[src/rtl/bcd_timer_pkg.sv]
// Shared types and constants for the BCD count-down/count-up timer.
package bcd_timer_pkg;

  localparam int unsigned DIGIT_W = 4;

  typedef enum logic [1:0] {
    ST_IDLE  = 2'd0,
    ST_RUN   = 2'd1,
    ST_PAUSE = 2'd2,
    ST_DONE  = 2'd3
  } state_t;

  // Saturate an out-of-range BCD nibble to 9.
  function automatic logic [DIGIT_W-1:0] clamp_digit(input logic [DIGIT_W-1:0] d);
    return (d > DIGIT_W'(9)) ? DIGIT_W'(9) : d;
  endfunction

endpackage

[src/rtl/bcd_timer_n_digit.sv]
// Single BCD digit step cell: increment with carry (dir=1) or decrement with borrow (dir=0).
module bcd_digit
  import bcd_timer_pkg::*;
(
  input  logic [DIGIT_W-1:0] digit,
  input  logic               dir,
  input  logic               carry_in,
  output logic [DIGIT_W-1:0] next_digit_c,
  output logic               carry_out_c
);

  always_comb begin
    next_digit_c = digit;
    carry_out_c  = 1'b0;
    if (carry_in) begin
      if (dir) begin
        if (digit >= DIGIT_W'(9)) begin
          next_digit_c = '0;
          carry_out_c  = 1'b1;
        end else begin
          next_digit_c = digit + DIGIT_W'(1);
        end
      end else begin
        if (digit == '0) begin
          next_digit_c = DIGIT_W'(9);
          carry_out_c  = 1'b1;
        end else begin
          next_digit_c = digit - DIGIT_W'(1);
        end
      end
    end
  end

endmodule

[src/rtl/bcd_timer_n.sv]
// Multi-digit BCD timer: loads a preset, then steps down to zero or up to the preset once per tick interval.
module bcd_timer_n
  import bcd_timer_pkg::*;
#(
  parameter int unsigned DIGITS      = 4,
  parameter int unsigned TICK_CYCLES = 50_000_000
) (
  input  logic                  clk,
  input  logic                  rst_n,
  input  logic                  load,
  input  logic                  start,
  input  logic                  pause,
  input  logic                  dir,
  input  logic [4*DIGITS-1:0]   preset,
  output logic [4*DIGITS-1:0]   count,
  output logic                  running,
  output logic                  done,
  output logic                  tick
);

  localparam int unsigned COUNT_W = DIGIT_W * DIGITS;
  localparam int unsigned PRESC_W = (TICK_CYCLES > 2) ? $clog2(TICK_CYCLES) : 1;
  localparam logic [PRESC_W-1:0] PRESC_LAST = PRESC_W'(TICK_CYCLES - 1);

  state_t               state_q, state_d;
  logic [COUNT_W-1:0]   count_q, count_d;
  logic [COUNT_W-1:0]   target_q, target_d;
  logic                 dir_q, dir_d;
  logic [PRESC_W-1:0]   presc_q, presc_d;
  logic                 tick_q, tick_d;
  logic                 running_q, done_q;

  logic [COUNT_W-1:0]   preset_clamped_c;
  logic [COUNT_W-1:0]   count_step_c;
  logic [DIGITS:0]      carry_c;

  // Clamp each preset nibble to a legal BCD digit.
  always_comb begin
    preset_clamped_c = '0;
    for (int unsigned i = 0; i < DIGITS; i++) begin
      preset_clamped_c[i*DIGIT_W +: DIGIT_W] = clamp_digit(preset[i*DIGIT_W +: DIGIT_W]);
    end
  end

  // Ripple chain of digit cells; digit 0 always receives the step request.
  assign carry_c[0] = 1'b1;

  for (genvar g = 0; g < DIGITS; g++) begin : g_digit
    bcd_digit u_digit (
      .digit        (count_q[g*DIGIT_W +: DIGIT_W]),
      .dir          (dir_q),
      .carry_in     (carry_c[g]),
      .next_digit_c (count_step_c[g*DIGIT_W +: DIGIT_W]),
      .carry_out_c  (carry_c[g+1])
    );
  end

  always_ff @(posedge clk or negedge rst_n) begin
    if (!rst_n) begin
      state_q   <= ST_IDLE;
      count_q   <= '0;
      target_q  <= '0;
      dir_q     <= 1'b0;
      presc_q   <= '0;
      tick_q    <= 1'b0;
      running_q <= 1'b0;
      done_q    <= 1'b0;
    end else begin
      state_q   <= state_d;
      count_q   <= count_d;
      target_q  <= target_d;
      dir_q     <= dir_d;
      presc_q   <= presc_d;
      tick_q    <= tick_d;
      running_q <= (state_d == ST_RUN);
      done_q    <= (state_d == ST_DONE);
    end
  end

  // Next-state: load overrides everything; a start onto an already-reached target skips RUN.
  always_comb begin
    state_d  = state_q;
    count_d  = count_q;
    target_d = target_q;
    dir_d    = dir_q;
    presc_d  = presc_q;
    tick_d   = 1'b0;
    if (load) begin
      state_d  = ST_IDLE;
      presc_d  = '0;
      dir_d    = dir;
      count_d  = dir ? '0 : preset_clamped_c;
      target_d = dir ? preset_clamped_c : '0;
    end else begin
      case (state_q)
        ST_IDLE, ST_PAUSE: begin
          if (start) begin
            state_d = (count_q == target_q) ? ST_DONE : ST_RUN;
          end
        end
        ST_RUN: begin
          if (presc_q == PRESC_LAST) begin
            presc_d = '0;
            tick_d  = 1'b1;
            count_d = count_step_c;
          end else begin
            presc_d = presc_q + PRESC_W'(1);
          end
          if ((presc_q == PRESC_LAST) && (count_step_c == target_q)) begin
            state_d = ST_DONE;
          end else if (pause && !start) begin
            state_d = ST_PAUSE;
          end
        end
        ST_DONE: state_d = ST_DONE;
        default: state_d = ST_IDLE;
      endcase
    end
  end

  assign count   = count_q;
  assign running = running_q;
  assign done    = done_q;
  assign tick    = tick_q;

endmodule

[config.mk]
export PLATFORM = sky130hd
export DESIGN_NAME = bcd_timer_n
export DESIGN_NICKNAME = d
export VERILOG_FILES = /design/src/rtl/bcd_timer_pkg.sv /design/src/rtl/bcd_timer_n_digit.sv /design/src/rtl/bcd_timer_n.sv
export SDC_FILE = /design/constraint.sdc
export NUM_CORES = 1
export LEC_CHECK = 0
export CAP_MARGIN = 0
export CORE_MARGIN = 3
export CORE_UTILIZATION = 58
export DETAILED_ROUTE_END_ITERATION = 8
export GPL_TIMING_DRIVEN = 0
export HOLD_SLACK_MARGIN = 0.05
export MAX_ROUTING_LAYER = met4
export PLACE_DENSITY = 0.89
export RECOVER_POWER = 100
export SETUP_SLACK_MARGIN = 0.15
export SLEW_MARGIN = 0
export SYNTH_ARGS = -nofsm -noshare
export SYNTH_HDL_FRONTEND = slang
export SYNTH_SLANG_ARGS = --single-unit
[constraint.sdc]
create_clock -name clk -period 3.4 [get_ports clk]
set_input_delay 0.85 -clock clk [delete_from_list [all_inputs] [get_ports clk]]
set_output_delay 0.85 -clock clk [all_outputs]
set_load 0.01 [all_outputs]
==> results of run 1 <==
flip-flops by register name, summed over array words and instances, names as in the netlist:
| register | cells |
|---|---|
| count | 16 |
| dir_q | 1 |
| done | 1 |
| state_q | 2 |
| presc_q | 26 |
| tick | 1 |
| target_q | 16 |
| running | 1 |
layout by cell type, fill, tap and decap left out, types with 9 or more instances in the layout:
cell type	count
o21ai_0	49
xnor2_1	25
nor2_1	50
nand4_1	11
a31oi_1	10
nand3_1	16
dfrtp_1	64
clkbuf_1	19
o2bb2ai_1	15
xor2_1	18
nand2_1	52
nor3_1	10
clkbuf_8	9
inv_1	22
clkdlybuf4s50_1	19
a21oi_1	24
ha_1	12
dlygate4sd3_1	20
metrics by stage:
stage | utilization (%) | TNS, ns
after floorplan | - | 0
after global placement | 67.8 | -36.57
after detailed placement | 67.8 | 0
after CTS | 70.9 | 0
after global routing | 72.0 | 0
final | 72.0 | 0
worst max-delay path, stage by stage, from the launching register on:
cell and delay, ns:
dfrtp_1 0.40, clkbuf_2 0.21, inv_1 0.12, ha_1 0.24, or4b_4 0.50, o21a_1 0.15, or3_1 0.33, buf_6 0.15
or2_1 0.24, a311oi_1 0.34, nand4_1 0.21, a211oi_2 0.24
power by group through the flow:
stage	registers, W	logic [W]	clock network, W
after CTS	0.000910	0.000976	0.000742
final	0.000913	0.00102	0.000747
after global routing	0.000923	0.00111	0.000772
after global placement	0.000920	0.000938	0
after detailed placement	0.000924	0.000966	0
after floorplan	0.000926	0.000644	0
path summary, 6_finish.rpt:
check / from / end / slack, ns
min reg2reg: presc_q[19] / presc_q[19] / 0.51
max: count[9] / done / 0.19
max in group asynchronous: rst_n / count[15] / 1.52
min in group asynchronous: rst_n / presc_q[0] / 0.90
min: presc_q[19] / presc_q[19] / 0.51
max reg2reg: count[9] / done / 0.19
Yosys cell counts, drive strengths merged (13+ instances only):
library cell and count:
a21oi 26, o21ai 52, xnor2 25, xor2 18, clkbuf 19, nor2 51, nand2 52, ha 13
buf 13, inv 24, o2bb2ai 16, nand3 16, dfrtp 64
cell type report:
cell class | instances | area (um^2)
plain buffers | 32 | 150
clock buffers | 9 | 124
clock inverters | 7 | 95.1
fillers | 541 | 2070
inverters | 24 | 90.1
multi-input cells | 414 | 2710
flip-flops and latches | 64 | 1600
well taps | 99 | 124
repair buffers | 42 | 408
timing repair:
| action | in CTS | in global routing |
|---|---|---|
| setup buffers | 0 | 1 |
| cloned | 0 | 1 |
| pin swaps | 1 | 2 |
| setup endpoints to repair | 6 | 15 |
| resized for setup | 2 | 19 |
layer usage:
layer | global-route usage (%) | wire length, um
met2 | 45.6 | 5800
met5 | - | 0
met4 | 14.0 | 489
met1 | 43.5 | 5500
met3 | 6.41 | 1440
cell families (layout without fill, tap and decap cells):
| family | after synthesis | in the layout | synth area share, % |
|---|---|---|---|
| AOI/OAI and AO/OA | 156 | 156 | 23.0 |
| xor gates and xnor gates | 43 | 43 | 8.42 |
| adders and majority gates | 13 | 13 | 3.64 |
| buffers and inverters | 56 | 114 | 5.31 |
| DFF | 64 | 64 | 35.8 |
| muxes | 4 | 4 | 1.17 |
| and+or+nand+nor | 198 | 198 | 22.6 |
==> run summary, run 1 <==
Switching power: 0.00102 W
Worst hold margin: 0.508 ns
Ant diodes: 0
Initial antenna violation count: 0
Non-Filler Instances: 691
Worst ir drop on vdd: 0.000312 V
Failing checks: max-capacitance violations, max-slew violations
Hold path cells: 1
Clock Latency Late Sink: 0.36 ns
EDFF count, synth: 0
Leak: 2.16 nW
Synth async-reset ratio: 100%
Gate power share: 38.2%
Max Slew Vio Count: 65
Critical Path End Type: flop
Final HPWL DP: 9150 um
YS warnings: 0
Root buf cell: clkbuf_8
Max-Cap Viols: 1
Row cnt: 31
Inst Count DP: 673
Number of nets in the layout: 622
Largest area contributor in the netlist: dfrtp_1
Switching Share: 37.9%
Max_slew headroom: -8.53%
Vias in the first global route: 4367
Die Wd: 93.8 um
R2R depth: 11
Cell Area, Synth: 4470 um^2
CTS tree: yes
Sequential share of power: 34.0%
DR pass1 iterations: 8
Clock-pin transition on the worst setup and hold timing paths: 0.08 ns
Post-synthesis sequential area ratio: 35.8%
Worst-path fanout max: 9
CP required: 3.66 ns
Status: complete, but fails checks
Setup-failing EPs final: 0
Initial DRC Count: 705
Port buffer count: 40
DP Area: 4990 um^2
Via count: 4579
Routability cong.: 0.971
CTS buffer count: 9
Drt total wl: 13200 um
#FFs+latches synth: 64
Pint: 0.00167 W
Proportion of netlist area held by the largest area contributor: 35.8%
First-pass GRT wire length: 21400 um
Hold Buf Count CTS: 0
Setup CP Type: flop to flop
Clock power share: 27.8%
Slew @ Worst Pin: 1.63 ns
Avg WL per Cell: 19.1 um
Hold Violations, Final: 0
Max Freq: 311 MHz
GR Overflow Total: 0
Layout area overhead: 18.6%
RSZ-0062 raised after global routing: yes
Skew final: 0.0143 ns
CTS sink cnt: 64
Layout cells sized above 1: 9.12%
Place WS: 0.0748 ns
Top FF cell, synth: dfrtp_1
Crit start category: flop
P per Cell Area: 506 nW/um^2
CORE AREA: 7370 um^2
Total power: 0.00269 W
Avg Cell Area, Syn: 8.38 um^2
Design Area, Final: 5300 um^2
Final worst-path cycle share: 94.4%
Ranking of synthesized cells by area: dfrtp_1, o21ai_0, xnor2_1
Initial Util: 60.7%
Deepest level of the CTS H-tree: 3
Drt drc: 0
Via/cell ratio: 6.63
Syn_nets: 569
Cells after synthesis: 534
Critical path arrival: 3.47 ns
I/O pins: 41
ANT nets after route: 0
Tmin final: 3.21 ns
Die Height: 93.8 um
Pin count of the biggest net entering global routing: 65
Final WS setup: 0.189 ns
Yosys cell types: 68
Die ar.: 8800 um^2
CTS max path bufs: 2
Worst min-delay path class: flop to flop
GRT Total Usage: 31.7%
Note: power is estimated with default switching activity, not from simulation.
==> run 2, diff against run 1 <==
CAP_MARGIN = unset   (was 0)
==> results of run 2 <==
Same layout as run 1: the final DEF is identical, and so are final timing and power.
